--- config.mk ---
export PLATFORM = sky130hd
export DESIGN_NAME = kmap_lut_engine
export DESIGN_NICKNAME = d
export VERILOG_FILES = /design/src/rtl/kmap_pkg.sv /design/src/rtl/kmap_lut_bank.sv /design/src/rtl/kmap_lut_engine.sv
export SDC_FILE = /design/constraint.sdc
export NUM_CORES = 1
export LEC_CHECK = 0
export ABC_AREA = 1
export BUFFER_PORTS_ARGS = -buffer_cell sky130_fd_sc_hd__buf_2
export CAP_MARGIN = 5
export CORE_MARGIN = 4
export CORE_UTILIZATION = 50
export CTS_CLUSTER_DIAMETER = 200
export DETAILED_ROUTE_END_ITERATION = 8
export PLACE_DENSITY_LB_ADDON = 0.25
export SYNTH_ARGS = -nofsm -noshare
export SYNTH_HDL_FRONTEND = slang
export SYNTH_SLANG_ARGS = --single-unit
--- constraint.sdc ---
create_clock -name clk -period 6.2 [get_ports clk]
set_input_delay 0.31 -clock clk [delete_from_list [all_inputs] [get_ports clk]]
set_output_delay 0.31 -clock clk [all_outputs]
set_load 0.01 [all_outputs]
--- src/rtl/kmap_pkg.sv ---
// -----------------------------------------------------------------------------
// kmap_pkg
// Shared types for the programmable truth-table lookup engine.
//   cfg_op_e : configuration opcodes carried on cfg_op
//   entry_t  : one table entry, {care, value}; care=0 marks a don't-care
//   state_e  : configuration FSM states
// -----------------------------------------------------------------------------
package kmap_pkg;

    typedef enum logic [1:0] {
        OP_WRITE  = 2'd0,
        OP_CLEAR  = 2'd1,
        OP_COMMIT = 2'd2,
        OP_NOP    = 2'd3
    } cfg_op_e;

    typedef struct packed {
        logic care;
        logic value;
    } entry_t;

    typedef enum logic {
        IDLE  = 1'b0,
        SWEEP = 1'b1
    } state_e;

    localparam entry_t ENTRY_EMPTY = '{care: 1'b0, value: 1'b0};

endpackage

--- src/rtl/kmap_lut_bank.sv ---
// -----------------------------------------------------------------------------
// kmap_lut_bank
// One 2^N_IN x {care, value} table bank built from flops.
//   clk, reset   : clock, asynchronous active-high reset (bank clears to empty)
//   wr_*         : single-entry write port
//   load_*       : bulk load of the whole bank in one edge (wins over wr_*)
//   rd_addr_i    : combinational read address, rd_data_o the addressed entry
//   bank_o       : full bank contents, feeds the bulk-load port of another bank
// -----------------------------------------------------------------------------
module kmap_lut_bank
    import kmap_pkg::*;
#(
    parameter int N_IN = 4
) (
    input  logic                         clk,
    input  logic                         reset,
    input  logic                         wr_en_i,
    input  logic [N_IN-1:0]              wr_addr_i,
    input  entry_t                       wr_data_i,
    input  logic                         load_en_i,
    input  entry_t [(1 << N_IN)-1:0]     load_data_i,
    input  logic [N_IN-1:0]              rd_addr_i,
    output entry_t                       rd_data_o,
    output entry_t [(1 << N_IN)-1:0]     bank_o
);

    entry_t [(1 << N_IN)-1:0] mem_q;

    // NOTE: this table must read as all don't-care straight out of reset, so it
    // is a flop array with a reset, not an inferred RAM (RAMs cannot be reset).
    // NOTE: sequential state uses non-blocking assignments so every flop samples
    // pre-edge values; blocking here would create order-dependent races.
    always_ff @(posedge clk or posedge reset) begin
        if (reset) begin
            mem_q <= '0;
        end else if (load_en_i) begin
            mem_q <= load_data_i;
        end else if (wr_en_i) begin
            mem_q[wr_addr_i] <= wr_data_i;
        end
    end

    assign rd_data_o = mem_q[rd_addr_i];
    assign bank_o    = mem_q;

endmodule

--- src/rtl/kmap_lut_engine.sv ---
// -----------------------------------------------------------------------------
// kmap_lut_engine
// Registered truth-table evaluator with a double-buffered table. The shadow bank
// is edited through the config port; COMMIT copies it into the active bank that
// serves lookups, so edits never disturb lookups in flight.
//   clk, reset                  : clock, asynchronous active-high reset
//   cfg_valid/cfg_ready, cfg_op : config handshake; WRITE, CLEAR, COMMIT, NOP
//   cfg_addr/value/care         : entry written by WRITE
//   in_valid/in_ready, in_vec   : lookup request
//   out_valid/out_ready         : result handshake, 1-cycle registered latency
//   out, out_dc                 : result; out_dc=1 when the entry was don't-care
//   busy                        : CLEAR sweep in progress (config stalled)
//   table_gen                   : number of commits, wrapping
// -----------------------------------------------------------------------------
module kmap_lut_engine
    import kmap_pkg::*;
#(
    parameter int   N_IN    = 4,
    parameter logic DC_FILL = 1'b0,
    parameter int   GEN_W   = 8
) (
    input  logic             clk,
    input  logic             reset,
    input  logic             cfg_valid,
    output logic             cfg_ready,
    input  logic [1:0]       cfg_op,
    input  logic [N_IN-1:0]  cfg_addr,
    input  logic             cfg_value,
    input  logic             cfg_care,
    input  logic             in_valid,
    output logic             in_ready,
    input  logic [N_IN-1:0]  in_vec,
    output logic             out_valid,
    input  logic             out_ready,
    output logic             out,
    output logic             out_dc,
    output logic             busy,
    output logic [GEN_W-1:0] table_gen
);

    localparam int DEPTH = 1 << N_IN;

    cfg_op_e                op;
    state_e                 state_q, state_d;
    logic [N_IN-1:0]        cnt_q, cnt_d;
    logic [GEN_W-1:0]       gen_q, gen_d;
    logic                   out_valid_q, out_valid_d;
    logic                   out_q, out_d;
    logic                   out_dc_q, out_dc_d;

    logic                   sh_wr_en;
    logic [N_IN-1:0]        sh_wr_addr;
    entry_t                 sh_wr_data;
    logic                   act_load;
    entry_t [DEPTH-1:0]     shadow_bank;
    entry_t                 act_rd;
    logic                   in_fire;

    entry_t                 unused_sh_rd;
    entry_t [DEPTH-1:0]     unused_act_bank;

    assign op = cfg_op_e'(cfg_op);

    kmap_lut_bank #(.N_IN(N_IN)) u_shadow (
        .clk         (clk),
        .reset       (reset),
        .wr_en_i     (sh_wr_en),
        .wr_addr_i   (sh_wr_addr),
        .wr_data_i   (sh_wr_data),
        .load_en_i   (1'b0),
        .load_data_i ('0),
        .rd_addr_i   ('0),
        .rd_data_o   (unused_sh_rd),
        .bank_o      (shadow_bank)
    );

    kmap_lut_bank #(.N_IN(N_IN)) u_active (
        .clk         (clk),
        .reset       (reset),
        .wr_en_i     (1'b0),
        .wr_addr_i   ('0),
        .wr_data_i   (ENTRY_EMPTY),
        .load_en_i   (act_load),
        .load_data_i (shadow_bank),
        .rd_addr_i   (in_vec),
        .rd_data_o   (act_rd),
        .bank_o      (unused_act_bank)
    );

    // Configuration FSM: IDLE accepts ops, SWEEP clears the shadow one entry per
    // cycle. Only shadow is touched, so lookups continue against active.
    // NOTE: every signal written here gets a default first; a path that skips an
    // assignment would otherwise infer a latch.
    always_comb begin
        state_d    = state_q;
        cnt_d      = cnt_q;
        gen_d      = gen_q;
        sh_wr_en   = 1'b0;
        sh_wr_addr = cfg_addr;
        sh_wr_data = '{care: cfg_care, value: cfg_value};
        act_load   = 1'b0;
        cfg_ready  = 1'b0;
        busy       = 1'b0;
        case (state_q)
            IDLE: begin
                cfg_ready = 1'b1;
                if (cfg_valid) begin
                    case (op)
                        OP_WRITE:  sh_wr_en = 1'b1;
                        OP_COMMIT: begin
                            act_load = 1'b1;
                            gen_d    = gen_q + GEN_W'(1);
                        end
                        OP_CLEAR: begin
                            state_d = SWEEP;
                            cnt_d   = '0;
                        end
                        default: ;
                    endcase
                end
            end
            SWEEP: begin
                busy       = 1'b1;
                sh_wr_en   = 1'b1;
                sh_wr_addr = cnt_q;
                sh_wr_data = ENTRY_EMPTY;
                cnt_d      = cnt_q + N_IN'(1);
                // All-ones counter means the last entry is being cleared.
                if (&cnt_q) state_d = IDLE;
            end
            default: state_d = IDLE;
        endcase
    end

    // Lookup pipeline: single output register; a new accept may replace the
    // result in the same cycle it is consumed. act_rd is pre-edge, so a lookup
    // accepted alongside a COMMIT sees the old table.
    assign in_ready = !out_valid_q || out_ready;
    assign in_fire  = in_valid && in_ready;

    always_comb begin
        out_valid_d = out_valid_q;
        out_d       = out_q;
        out_dc_d    = out_dc_q;
        if (in_fire) begin
            out_valid_d = 1'b1;
            out_dc_d    = !act_rd.care;
            out_d       = act_rd.care ? act_rd.value : DC_FILL;
        end else if (out_ready) begin
            out_valid_d = 1'b0;
        end
    end

    always_ff @(posedge clk or posedge reset) begin
        if (reset) begin
            state_q     <= IDLE;
            cnt_q       <= '0;
            gen_q       <= '0;
            out_valid_q <= 1'b0;
            out_q       <= 1'b0;
            out_dc_q    <= 1'b0;
        end else begin
            state_q     <= state_d;
            cnt_q       <= cnt_d;
            gen_q       <= gen_d;
            out_valid_q <= out_valid_d;
            out_q       <= out_d;
            out_dc_q    <= out_dc_d;
        end
    end

    assign out_valid = out_valid_q;
    assign out       = out_q;
    assign out_dc    = out_dc_q;
    assign table_gen = gen_q;

endmodule

======== Word level (Yosys, flattened, before mapping) ========
Index checks and enable logic that the tools add are counted.
Widths: inputs -> output; s select.
cells by class
  reductions and logical operators ........ 10
  eq/ne operators ......................... 4
  muxes and demuxes ....................... 25
  bitwise logic cells ..................... 1
  add/sub/neg operators ................... 2
  order comparisons ....................... 3
operators by type and width
  operator             number
  $bwmux 32            1
  $mux 1               13
  $mux 4               3
  $lt 4x5->1 const B   2
  $add 8x1->8 const B  1
  $bmux 2 s4           1
  $demux 2 s4          1
  $pmux 4 s2           1
  $mux 2               3
  $add 4x1->4 const B  1
  $ge 4x1->1 const B   1
  $pmux 1 s2           2
  $reduce_and 4->1     1
  $reduce_and 3->1     1
  $eq 2x1->1 const B   1
  $eq 2x2->1 const B   1
  $logic_and 1x1->1    2
  $logic_not 1->1      2
  $logic_not 2->1      1
  $ne 2x1->1 const B   1
  $ne 2x2->1 const B   1
  $reduce_and 2->1     1
  $reduce_bool 2->1    1
  $logic_or 1x1->1     1
  $not 1->1            1
word-level totals
  bits in registers ....................... 80
  input bits .............................. 17
  logic and storage cells ................. 115

======== Depth between registers and ports, before layout ========
  depth in word-level cells ............... 6
  mapped depth ............................ 9
  depth with buffers taken out ............ 9

======== Modules after synthesis ========
From an unflattened synthesis, not the netlist that was laid out.
unflattened totals
  cells, all modules ...................... 784
  area, all modules ....................... 5131.2 um^2
by module, submodules not included
  module           sequential area each (um^2)  cells an instance  area an instance (um^2)  times used
  kmap_lut_bank    800.8                        335                2099.5                   2
  kmap_lut_engine  400.4                        114                932.1                    1

======== Least setup slack after synthesis ========
No wires, ideal clock.
  kind .................................... reg-to-reg
  start point ............................. register state_q
  end point ............................... register u_shadow.mem_q, in the netlist u_shadow.bank_o[0]
  slack ................................... 4.798 ns
  data arrival time ....................... 1.271 ns
  path buffers ............................ 1
  clock period less this slack ............ 1.402 ns
  stages on the path, launching flop included .. 8
  data required time ...................... 6.069 ns
  cells stage by stage .................... dfrtp_1 -> buf_6 -> o21ai_4 -> inv_4 -> nor3_4 -> nand2_1 -> nand2_1 -> o21ai_1
on the way
  word-level cells in the longest chain between the ends .. 6
ends and longest elaborated chain
  what                                                            line                    source
  start, declared                                                 kmap_lut_engine.sv:44   state_e state_q, state_d;
  start signal, assigned                                          kmap_lut_engine.sv:163  state_q <= state_d;
  $mux 4                                                          kmap_lut_engine.sv:104  case (state_q)
  $lt 4x5->1 (not written as such) or $ge 4x1->1 (tied branches)  kmap_lut_bank.sv:39     mem_q[wr_addr_i] <= wr_data_i;
  $logic_and 1x1->1 (not written as such)                         kmap_lut_bank.sv:39
  $mux 2 (not written as such)                                    kmap_lut_bank.sv:39
  $demux 2 s4                                                     -
  $bwmux 32                                                       kmap_lut_bank.sv:39
  end signal, assigned                                            kmap_lut_bank.sv:37     mem_q <= load_data_i;
  end signal, assigned by index                                   kmap_lut_bank.sv:39
  end, declared                                                   kmap_lut_bank.sv:27     entry_t [(1 << N_IN)-1:0] mem_q;
Several ways; a longest one is shown, not always the timed one.
A chain may end at the register's enable or synchronous reset.

======== Worst setup path in the final report ========
  start point ............................. register state_q
  end point ............................... register u_active.mem_q, in the netlist u_active.bank_o[21]
on the way
  word-level cells in the longest chain between the ends .. 1
ends and longest elaborated chain
  what                           line
  $mux 1                         kmap_lut_engine.sv:104
  end signal, assigned           kmap_lut_bank.sv:37
  end signal, assigned by index  kmap_lut_bank.sv:39
  end, declared                  kmap_lut_bank.sv:27
Every way passes these cells.

==> metrics.md <==
| Metric | Value |
|---|---|
| Run status | `finished clean` |
| Hold crit path type | `in -> reg` |
| Internal | `0.001087 W` |
| Longest Clk Path Bufs | `2` |
| Filler cell count | `632` |
| Total Wirelength | `7.312 mm` |
| Psw | `0.0006742 W` |
| Die width | `93.25 µm` |
| Clock-pin slew on the worst setup and hold paths | `0.08 ns` |
| H-tree depth | `3` |
| Synth warn | `0` |
| Mean routed wirelength per cell | `13.22 µm` |
| Share of post-route cells with drive strength above 1 | `0.1554` |
| Fin crit period | `1.983 ns` |
| Design Area, Final | `4054 µm²` |
| Number of distinct library cells after synthesis | `30` |
| CORE AREA | `6944 µm²` |
| I/O Buffers | `30` |
| Clock root buffer | `clkbuf_8` |
| Max-slew headroom | `0.3582` |
| DR pass1 iterations | `4` |
| Leak pwr | `2.005 nW` |
| Worst Max-Slew Pin Slew | `0.9627 ns` |
| Crit path capture type | `flop` |
| Final Hold Fails | `0` |
| Switching Share | `0.3827` |
| Initial Utilization | `0.5232` |
| WP data arrival | `2.26 ns` |
| Post_cts resized | `0` |
| Antenna violations before repair | `0` |
| Routability cong. | `0.8768` |
| Seq/Total Area, Yosys | `0.5510` |
| Worst-Skew Late Latency | `0.37 ns` |
| GRT Total Usage | `0.1884` |
| FF/Latch Area | `2002 µm²` |
| CTS tree | `built` |
| Mapped Avg Cell Area | `8.590 µm²` |
| CP max FO | `62` |
| Final Setup Violations | `0` |
| Clk sinks | `80` |
| Slowest stage cell, crit path | `inv_2` |
| Vias in the first global route | `2647` |
| DR DRC count | `0` |
| Multi-input logic area | `1365 µm²` |
| Setup Buffers After CTS | `0` |
| Worst setup skew after layout | `0.008044 ns` |
| Fmax | `504.2 MHz` |
| Crit-path max cell delay | `0.65 ns` |
| Worst path bufs/invs | `1` |
| Via density | `4.969` |
| Routed Antenna Nets | `0` |
| Mapped Cells | `423` |
| CP Cell Sequence | `nor2_4, nand2_4, inv_2, nand2_1, o21ai_0` |
| Worst EP required | `6.48 ns` |
| Slew Viols, Final | `0` |
| Largest net degree at the start of global routing | `81` |
| Startpoint Class | `flop` |
| Clock power frac | `0.234` |
| Combinational power share | `0.311` |
| First-pass GRT wire length | `12.76 mm` |
| Final HPWL DP | `5.161 mm` |
| Final period util | `0.3199` |
| # rows | `30` |
| Sequential share of power | `0.454` |
| DRC marker count from the first detailed-route iteration | `173` |
| N_diodes | `0` |
| Crit path kind | `reg -> reg` |
| Syn_nets | `442` |
| Pwr/cell area | `434.5 nW/µm²` |
| CP delay by family, top | `buffers and inverters` |
| TritonCTS Buffers | `9` |
| Die area | `8695 µm²` |
| Area growth from synthesis to layout | `11.57%` |
| Unrepaired setup endpoints after global routing | `no` |
| Via count | `2748` |
| Hold buffer count at CTS | `0` |
| Ports | `31` |
| Grt ovf | `0` |
| Max VDD drop | `0.2045 mV` |
| NumNets Final | `471` |
| Die height | `93.25 µm` |
| Post-Syn Area | `3633 µm²` |
| Cell area after placement | `3842 µm²` |
| Max-cap violations | `0` |
| Setup TNS | `0 ns` |
| FF+latch count, synth | `80` |
## tightest hold or removal path, delay by kind of cell
family        cells  cell delay (ns)
buf+inv           2             0.10
simple gates      2             0.13
## path summary, 6_finish.rpt
check | depth (start not counted) | to | slack (ns) | startpoint
max | 5 | u_active.bank_o[21] | 4.22 | state_q
min | 4 | out_valid | 0.21 | out_ready
max reg2reg | 5 | u_active.bank_o[21] | 4.22 | state_q
min reg2reg | 1 | table_gen[7] | 0.47 | table_gen[7]
max in group asynchronous | 3 | state_q | 5.34 | reset
min in group asynchronous | 3 | u_active.bank_o[27] | 0.24 | reset
## sequential cells by signal, summed over array words and instances (netlist names)
register         cells
cnt_q                4
u_shadow.bank_o     32
out_valid            1
state_q              1
table_gen            8
u_active.bank_o     32
out_dc               1
out                  1
## kinds of logic (layout without fill, tap and decap cells)
family / count (synthesis) / count (layout) / synth area share
and+or+nand+nor: 196 / 196 / 0.2400
DFF: 80 / 80 / 0.5510
AOI/OAI and AO/OA: 74 / 74 / 0.1143
buffers and inverters: 65 / 99 / 0.07335
xor gates and xnor gates: 6 / 6 / 0.01446
adders and majority gates: 2 / 2 / 0.006886
## per-layer routing
metal	wire length [µm]	global-route usage	up-vias	part of all wire
met3	291	0.04827	11	0.040
li1	-	-	1408	-
met2	3354	0.2823	47	0.46
met5	0	0	-	0
met1	3533	0.2694	1282	0.48
met4	132	0.05739	0	0.018
## through the flow
| stage | hold WS (ns) | utilization | std cells | worst slack, ns | power (W) |
|---|---|---|---|---|---|
| 2_1_floorplan | 0.4422 | - | 423 | 3.838 | 0.001221 |
| 3_3_place_gp | 0.4547 | 0.5533 | 537 | 4.231 | 0.001345 |
| 3_5_place_dp | 0.4622 | 0.5533 | 537 | 4.230 | 0.001361 |
| 4_1_cts | 0.2109 | 0.5838 | 553 | 4.205 | 0.001779 |
| 5_1_grt | 0.2333 | 0.5838 | 553 | 3.957 | 0.001901 |
| 6_report | 0.2140 | 0.5838 | 553 | 4.217 | 0.001762 |
## synthesized netlist by cell type, drive strengths merged
master | count | area (µm²)
o32ai | 1 | 8.760
clkbuf | 2 | 7.510
o31ai | 1 | 7.510
dfrtp | 80 | 2002
xnor2 | 2 | 17.52
a31oi | 2 | 12.51
nand4 | 2 | 12.51
nand2 | 145 | 561.8
xor2 | 4 | 35.03
inv | 52 | 197.7
o21ai | 68 | 362.8
ha | 2 | 25.02
a21oi | 1 | 16.27
nor2 | 17 | 91.34
buf | 11 | 61.31
nor3 | 3 | 42.54
nand3 | 28 | 145.1
nor3b | 1 | 18.77
o211ai | 1 | 7.510
## placed cells by master (no fill, tap or decap), types with 4 or more instances in the layout
master and n:
o21ai_1 30, nand3_1 27, inv_2 5, o21ai_0 36
nor2_2 5, buf_2 30, nand2_1 142, dfrtp_1 80
inv_1 46, nor2_1 10, clkbuf_8 9, xor2_1 4
## power groups by stage
stage	Clock [W]	Combinational (W)	Sequential, W
2_1_floorplan	0	0.000433	0.000788
3_3_place_gp	0	0.000539	0.000807
3_5_place_dp	0	0.000550	0.000811
4_1_cts	0.000424	0.000554	0.000801
5_1_grt	0.000444	0.000631	0.000825
6_report	0.000413	0.000548	0.000800
## layout make-up
| type | count | area share |
|---|---|---|
| Multi-Input combinational cell | 278 | 0.3367 |
| Timing Repair Buffer | 31 | 0.03889 |
| Clock buffer | 9 | 0.03056 |
| Clock inverter | 7 | 0.02160 |
| Tap cell | 96 | 0.02963 |
| Sequential cell | 80 | 0.4938 |
| Inverter | 52 | 0.04877 |
Note: power is estimated with default switching activity, not from simulation.
